[src/rtl/mig_axi_pkg.sv]
// Shared types and AXI constants for the MIG AXI burst master.
package mig_axi_pkg;

  typedef enum logic [2:0] {
    IDLE,
    AW,
    W,
    B,
    AR,
    R
  } state_t;

  localparam logic [1:0] BURST_INCR = 2'b01;
  localparam logic [1:0] RESP_OKAY  = 2'b00;

  // ceil(log2(n)); used for AXI size and line alignment
  function automatic int unsigned log2_size(input int unsigned n);
    int unsigned r;
    r = 0;
    for (int unsigned i = 0; i < 32; i++) begin
      if ((64'd1 << i) < 64'(n)) r = i + 1;
    end
    return r;
  endfunction

  // SLVERR and DECERR both carry bit 1; OKAY/EXOKAY do not
  function automatic logic resp_is_err(input logic [1:0] resp);
    return (resp & 2'b10) != (RESP_OKAY & 2'b10);
  endfunction

endpackage

[src/rtl/mig_axi_burst_master.sv]
// Single-line INCR burst AXI4 master for the MIG DDR3 s_axi port (ui_clk domain).
// Optional stall watchdog with o_timeout: define MIG_AXI_TIMEOUT_EN.
module mig_axi_burst_master
  import mig_axi_pkg::*;
#(
  parameter int unsigned APP_ADDR_WIDTH = 28,
  parameter int unsigned APP_DATA_WIDTH = 128,
  parameter int unsigned APP_MASK_WIDTH = 16,
  parameter int unsigned BURST_LEN      = 4,
  parameter logic [3:0]  AXI_ID         = 4'd0
) (
  input  logic                      ui_clk,
  input  logic                      ui_rst,
  input  logic                      init_calib_complete,
  input  logic                      i_req_valid,
  output logic                      o_req_ready,
  input  logic                      i_req_we,
  input  logic [APP_ADDR_WIDTH-1:0] i_req_addr,
  input  logic [APP_DATA_WIDTH-1:0] i_wdata,
  input  logic [APP_MASK_WIDTH-1:0] i_wstrb,
  input  logic                      i_wvalid,
  output logic                      o_wready,
  output logic [APP_DATA_WIDTH-1:0] o_rdata,
  output logic                      o_rvalid,
  output logic                      o_rlast,
  input  logic                      i_rready,
  output logic                      o_done,
  output logic                      o_err,
  output logic                      o_busy,
`ifdef MIG_AXI_TIMEOUT_EN
  output logic                      o_timeout,
`endif
  output logic [3:0]                s_axi_awid,
  output logic [APP_ADDR_WIDTH-1:0] s_axi_awaddr,
  output logic [7:0]                s_axi_awlen,
  output logic [2:0]                s_axi_awsize,
  output logic [1:0]                s_axi_awburst,
  output logic                      s_axi_awlock,
  output logic [3:0]                s_axi_awcache,
  output logic [2:0]                s_axi_awprot,
  output logic [3:0]                s_axi_awqos,
  output logic                      s_axi_awvalid,
  input  logic                      s_axi_awready,
  output logic [APP_DATA_WIDTH-1:0] s_axi_wdata,
  output logic [APP_MASK_WIDTH-1:0] s_axi_wstrb,
  output logic                      s_axi_wlast,
  output logic                      s_axi_wvalid,
  input  logic                      s_axi_wready,
  input  logic [3:0]                s_axi_bid,
  input  logic [1:0]                s_axi_bresp,
  input  logic                      s_axi_bvalid,
  output logic                      s_axi_bready,
  output logic [3:0]                s_axi_arid,
  output logic [APP_ADDR_WIDTH-1:0] s_axi_araddr,
  output logic [7:0]                s_axi_arlen,
  output logic [2:0]                s_axi_arsize,
  output logic [1:0]                s_axi_arburst,
  output logic                      s_axi_arlock,
  output logic [3:0]                s_axi_arcache,
  output logic [2:0]                s_axi_arprot,
  output logic [3:0]                s_axi_arqos,
  output logic                      s_axi_arvalid,
  input  logic                      s_axi_arready,
  input  logic [3:0]                s_axi_rid,
  input  logic [APP_DATA_WIDTH-1:0] s_axi_rdata,
  input  logic [1:0]                s_axi_rresp,
  input  logic                      s_axi_rlast,
  input  logic                      s_axi_rvalid,
  output logic                      s_axi_rready
);

  localparam int unsigned SIZE  = log2_size(APP_MASK_WIDTH);
  localparam int unsigned ALIGN = log2_size(BURST_LEN * APP_MASK_WIDTH);
  localparam logic [7:0] LAST_BEAT = 8'(BURST_LEN - 1);
  localparam logic [APP_ADDR_WIDTH-1:0] LINE_MASK =
    APP_ADDR_WIDTH'((64'd1 << ALIGN) - 64'd1);

  state_t                    state, state_nx;
  logic [7:0]                beat_cnt, beat_cnt_nx;
  logic                      err_acc, err_acc_nx;
  logic                      done_q, done_nx, err_q, err_nx;
  logic [APP_ADDR_WIDTH-1:0] addr_q;
  logic                      accept, aw_hs, w_hs, b_hs, ar_hs, r_hs;
  logic                      unused_ok;

  assign unused_ok = ^{s_axi_bid, s_axi_rid};

  // Ready is held low during reset even though the state already reads IDLE
  assign o_req_ready = (state == IDLE) & init_calib_complete & ~ui_rst;
  assign accept      = o_req_ready & i_req_valid;
  assign o_busy      = (state != IDLE);
  assign o_done      = done_q;
  assign o_err       = err_q;

  assign s_axi_awid    = AXI_ID;
  assign s_axi_awaddr  = addr_q;
  assign s_axi_awlen   = LAST_BEAT;
  assign s_axi_awsize  = 3'(SIZE);
  assign s_axi_awburst = BURST_INCR;
  assign s_axi_awlock  = 1'b0;
  assign s_axi_awcache = '0;
  assign s_axi_awprot  = '0;
  assign s_axi_awqos   = '0;
  assign s_axi_awvalid = (state == AW);
  assign aw_hs         = s_axi_awvalid & s_axi_awready;

  assign s_axi_wdata  = i_wdata;
  assign s_axi_wstrb  = i_wstrb;
  assign s_axi_wvalid = (state == W) & i_wvalid;
  assign o_wready     = (state == W) & s_axi_wready;
  assign s_axi_wlast  = (state == W) & (beat_cnt == LAST_BEAT);
  assign w_hs         = s_axi_wvalid & s_axi_wready;

  assign s_axi_bready = (state == B);
  assign b_hs         = s_axi_bready & s_axi_bvalid;

  assign s_axi_arid    = AXI_ID;
  assign s_axi_araddr  = addr_q;
  assign s_axi_arlen   = LAST_BEAT;
  assign s_axi_arsize  = 3'(SIZE);
  assign s_axi_arburst = BURST_INCR;
  assign s_axi_arlock  = 1'b0;
  assign s_axi_arcache = '0;
  assign s_axi_arprot  = '0;
  assign s_axi_arqos   = '0;
  assign s_axi_arvalid = (state == AR);
  assign ar_hs         = s_axi_arvalid & s_axi_arready;

  assign s_axi_rready = (state == R) & i_rready;
  assign o_rvalid     = (state == R) & s_axi_rvalid;
  assign o_rlast      = (state == R) & s_axi_rlast;
  assign o_rdata      = s_axi_rdata;
  assign r_hs         = o_rvalid & s_axi_rready;

  always_ff @(posedge ui_clk or posedge ui_rst) begin
    if (ui_rst) begin
      state    <= IDLE;
      beat_cnt <= '0;
      err_acc  <= 1'b0;
      done_q   <= 1'b0;
      err_q    <= 1'b0;
      addr_q   <= '0;
    end else begin
      state    <= state_nx;
      beat_cnt <= beat_cnt_nx;
      err_acc  <= err_acc_nx;
      done_q   <= done_nx;
      err_q    <= err_nx;
      if (accept) addr_q <= i_req_addr & ~LINE_MASK;
    end
  end

  always_comb begin
    state_nx    = state;
    beat_cnt_nx = beat_cnt;
    err_acc_nx  = err_acc;
    done_nx     = 1'b0;
    err_nx      = 1'b0;
    case (state)
      IDLE: if (accept) begin
        state_nx    = i_req_we ? AW : AR;
        beat_cnt_nx = '0;
        err_acc_nx  = 1'b0;
      end
      AW: if (aw_hs) state_nx = W;
      W: if (w_hs) begin
        if (beat_cnt == LAST_BEAT) begin
          beat_cnt_nx = '0;
          state_nx    = B;
        end else begin
          beat_cnt_nx = beat_cnt + 8'd1;
        end
      end
      B: if (b_hs) begin
        done_nx  = 1'b1;
        err_nx   = resp_is_err(s_axi_bresp);
        state_nx = IDLE;
      end
      AR: if (ar_hs) state_nx = R;
      R: if (r_hs) begin
        err_acc_nx  = err_acc | resp_is_err(s_axi_rresp);
        beat_cnt_nx = beat_cnt + 8'd1;
        // A short burst (rlast before the final beat) is itself an error
        if (s_axi_rlast) begin
          done_nx     = 1'b1;
          err_nx      = err_acc_nx | (beat_cnt != LAST_BEAT);
          beat_cnt_nx = '0;
          state_nx    = IDLE;
        end
      end
      default: state_nx = IDLE;
    endcase
  end

`ifdef MIG_AXI_TIMEOUT_EN
  logic [15:0] stall_cnt;
  logic        any_hs;

  assign any_hs = aw_hs | w_hs | b_hs | ar_hs | r_hs;

  always_ff @(posedge ui_clk or posedge ui_rst) begin
    if (ui_rst) begin
      stall_cnt <= '0;
      o_timeout <= 1'b0;
    end else begin
      if (state == IDLE || any_hs) stall_cnt <= '0;
      else if (stall_cnt != '1)    stall_cnt <= stall_cnt + 16'd1;
      if (stall_cnt == '1) o_timeout <= 1'b1;
    end
  end
`endif

endmodule

[config.mk]
export PLATFORM = sky130hd
export DESIGN_NAME = mig_axi_burst_master
export DESIGN_NICKNAME = d
export VERILOG_FILES = /design/src/rtl/mig_axi_pkg.sv /design/src/rtl/mig_axi_burst_master.sv
export SDC_FILE = /design/constraint.sdc
export NUM_CORES = 1
export LEC_CHECK = 0
export CAP_MARGIN = 30
export CELL_PAD_IN_SITES_DETAIL_PLACEMENT = 2
export CELL_PAD_IN_SITES_GLOBAL_PLACEMENT = 2
export CORE_AREA = 2 2 280 282
export DETAILED_ROUTE_END_ITERATION = 8
export DIE_AREA = 0 0 282 284
export HOLD_SLACK_MARGIN = 0.15
export PLACE_DENSITY = 0.62
export REMOVE_ABC_BUFFERS = 1
export SLEW_MARGIN = 20
export SYNTH_ARGS = -nofsm -noshare
export SYNTH_HDL_FRONTEND = slang
export SYNTH_SLANG_ARGS = --single-unit
[constraint.sdc]
create_clock -name ui_clk -period 1.9 [get_ports ui_clk]
set_input_delay 0.38 -clock ui_clk [delete_from_list [all_inputs] [get_ports ui_clk]]
set_output_delay 0.38 -clock ui_clk [all_outputs]
set_load 0.005 [all_outputs]
==> metrics.yaml <==
status: "completed"
finalCritPeriodShare: 0.9788
cts_made_buffers: 5
dieArea_mm2: 0.08009
arrival_ps: 2050
clk_pin_slew_ps: 60
fin_worst_skew_ps: 3.869
hold_ws_ps: 178.9
p_sw_frac: 0.3445
grt_pass1_wl_mm: 103.1
syn_area_per_cell_um2: 8.708
seq_power_share: 0.259
ant_nets: 0
h-tree-depth: 2
yosys_register_bits: 36
cts.path.max_buffers: 2
num_vias: 2954
n_fill_cell: 9131
ff2ff_path_depth: 8
grt_usage: 0.2347
power.leakage_nw: 1.684
rows: 102
synth_area_leader_cell: "buf_4"
rr_startpoint: "state[1]$_DFFE_PP0P_"
cts-root-buf: "clkbuf_16"
maxSlewViolCount: 0
fin_crit_ps: 1860
routabilityCongestion: 0.9628
finalNetCount: 677
first_pass_iters: 5
switchingPower_mw: 1.878
initial_core_util: 0.05850
async_reset_ff_frac: 1.000
hpwlAfterDp_mm: 94.72
synth_seq_area_share: 0.2001
synth_edf_count: 0
start_kind: "register"
ys_types: 43
drt_iter0_drc: 132
clkPwrFrac: 0.196
pre_cts_ws_ps: -289.8
ys.warnings.count: 0
tritoncts: "built"
die_h_um: 284
ios: 724
p_int_mw: 3.572
core_mm2: 0.07696
clk_latency_ps: 300
synth_top_area_frac: 0.6070
netlist_instances: 517
power_density_mw_per_mm2: 1125
r2r_slack_ps: 40
grt_max_degree: 21
final.setup.worst_slack_ps: 40.25
wl_mm: 96.83
synth.area.top_cells: "buf_4, dfrtp_1, mux2_2, nand2_1, nand3_1"
drv_cap: 0
ys_top_cells_by_count: "buf_4, dfrtp_1, mux2_2"
worstSetupEndpointType: "register"
vdd_drop_max_uv: 342.9
port_buffers: 93
yosysMostFrequentCell: "buf_4"
cp.required_ps: 2090
worstPathMaxFanout: 6
synth_flop_cell: "dfrtp_1"
cts_hold_buf: 0
wl_per_cell_um: 69.46
vias_per_cell: 2.119
timing.rr.end: "beat_cnt[4]$_DFFE_PP0P_"
antenna_found_initial: 5
comb_power_share: 0.545
grt_overflow: 0
finalHoldViolations: 0
holdCritPathClass: "in -> async"
area_growth_pct: 7.615
slew_headroom: 0.5903
syn_area_mm2: 0.004502
grt_pass1_vias: 2781
die_w_um: 282
critPathKind: "reg -> reg"
remaining_drc_errors: 0
drive_gt1_frac: 0.2813
rsz0062_at_grt: "true"
max_clock_freq_mhz: 537.7
worst_pin_slew_ps: 610.7
cts_num_sinks: 36
setup_viol: 0
==> stage by stage <==
step                         util  cell area [um2]  total power, mW  TNS [ps]  instances
after CTS                 0.06100             4695            5.282    -95.29       1386
after floorplan                 -             1993            2.264    -493.6        216
after detailed placement  0.05783             4451            4.124     -8169       1375
after global placement    0.05783             4451            3.989     -6698       1375
final                     0.06295             4845            5.450         0       1394
after global routing      0.06295             4845            5.812    -159.8       1394
==> power groups by stage <==
stage	clock (mW)	combinational [mW]	sequential, mW
detailed placement	0	2.71	1.42
floorplan	0	0.789	1.47
CTS	1.10	2.78	1.40
finish	1.07	2.97	1.41
global placement	0	2.60	1.38
global route	1.13	3.21	1.47
==> timing repair <==
item                                   in CTS  in global routing
endpoints found under the hold margin       0                  0
setup buffers                               3                  7
setup endpoints to repair                  11                 35
resized for setup                          22                 30
pin swaps                                   1                  7
==> per-layer routing <==
metal	vias to the layer above	global-route usage	routed length, um
li1	878	-	-
met1	1201	0.07286	10690
met2	795	0.4814	55620
met3	66	0.2779	24300
met4	14	0.09335	5269
met5	-	0.09158	956
==> critical path, cell delays in order, from the launching register on <==
cell and delay, ps:
dfrtp_2 440, buf_4 150, buf_4 130, nand3b_1 190, nor2_1 260, a311oi_4 70
buf_6 150, o21bai_1 140, a22o_1 230
==> layout by cell type, fill, tap and decap left out, drive strengths merged, types with 4 or more instances in the layout <==
cell type,instances
clkdlybuf4s50,80
conb,70
buf,39
dfrtp,36
mux2,22
nand2,15
nor2,10
clkbuf,9
o21ai,7
nand3,6
nor3,6
dlygate4sd2,4
and3,4
==> state kept, by name, summed over array words and instances, names as in the netlist <==
register and cells:
o_err 1, o_done 1, s_axi_araddr 22, beat_cnt 8, state 3, err_acc 1
==> kinds of logic (layout without fill, tap and decap cells) <==
| kind of cell | count (synthesis) | count (layout) | share of synthesized area |
|---|---|---|---|
| other | 2 | 72 | 0.001668 |
| flip-flops | 36 | 36 | 0.2001 |
| buffers and inverters | 373 | 140 | 0.6173 |
| adder cells (fa/ha/maj) | 1 | 1 | 0.002779 |
| multiplexers | 23 | 23 | 0.05725 |
| AO/OA/AOI/OAI | 27 | 27 | 0.04892 |
| AND/OR/NAND/NOR | 55 | 55 | 0.07199 |
==> worst max path at each step <==
stage / start / slack (ps) / cells after the start / end
floorplan: state[2]$_DFFE_PP0P_ / -120 / 5 / beat_cnt[4]$_DFFE_PP0P_
global placement: init_calib_complete / -320 / 3 / o_req_ready
detailed placement: i_req_valid / -290 / 5 / s_axi_araddr[27]$_DFFE_PP0P_
CTS: state[1]$_DFFE_PP0P_ / -100 / 4 / o_busy
global route: state[0]$_DFFE_PP0P_ / -40 / 4 / o_req_ready
finish: state[1]$_DFFE_PP0P_ / 40 / 8 / beat_cnt[4]$_DFFE_PP0P_
==> layout make-up <==
type,count,area (um2),share of cell area
well taps,1040,1301,0.2686
repair buffers,128,1237,0.2554
clock buffers,7,152.6,0.03151
multi-input cells,176,1201,0.2479
diodes,2,5.005,0.001033
inverters,4,15.01,0.003099
flip-flops and latches,36,902.1,0.1862
clock inverters,1,30.03,0.006198
Note: power is estimated with default switching activity, not from simulation.
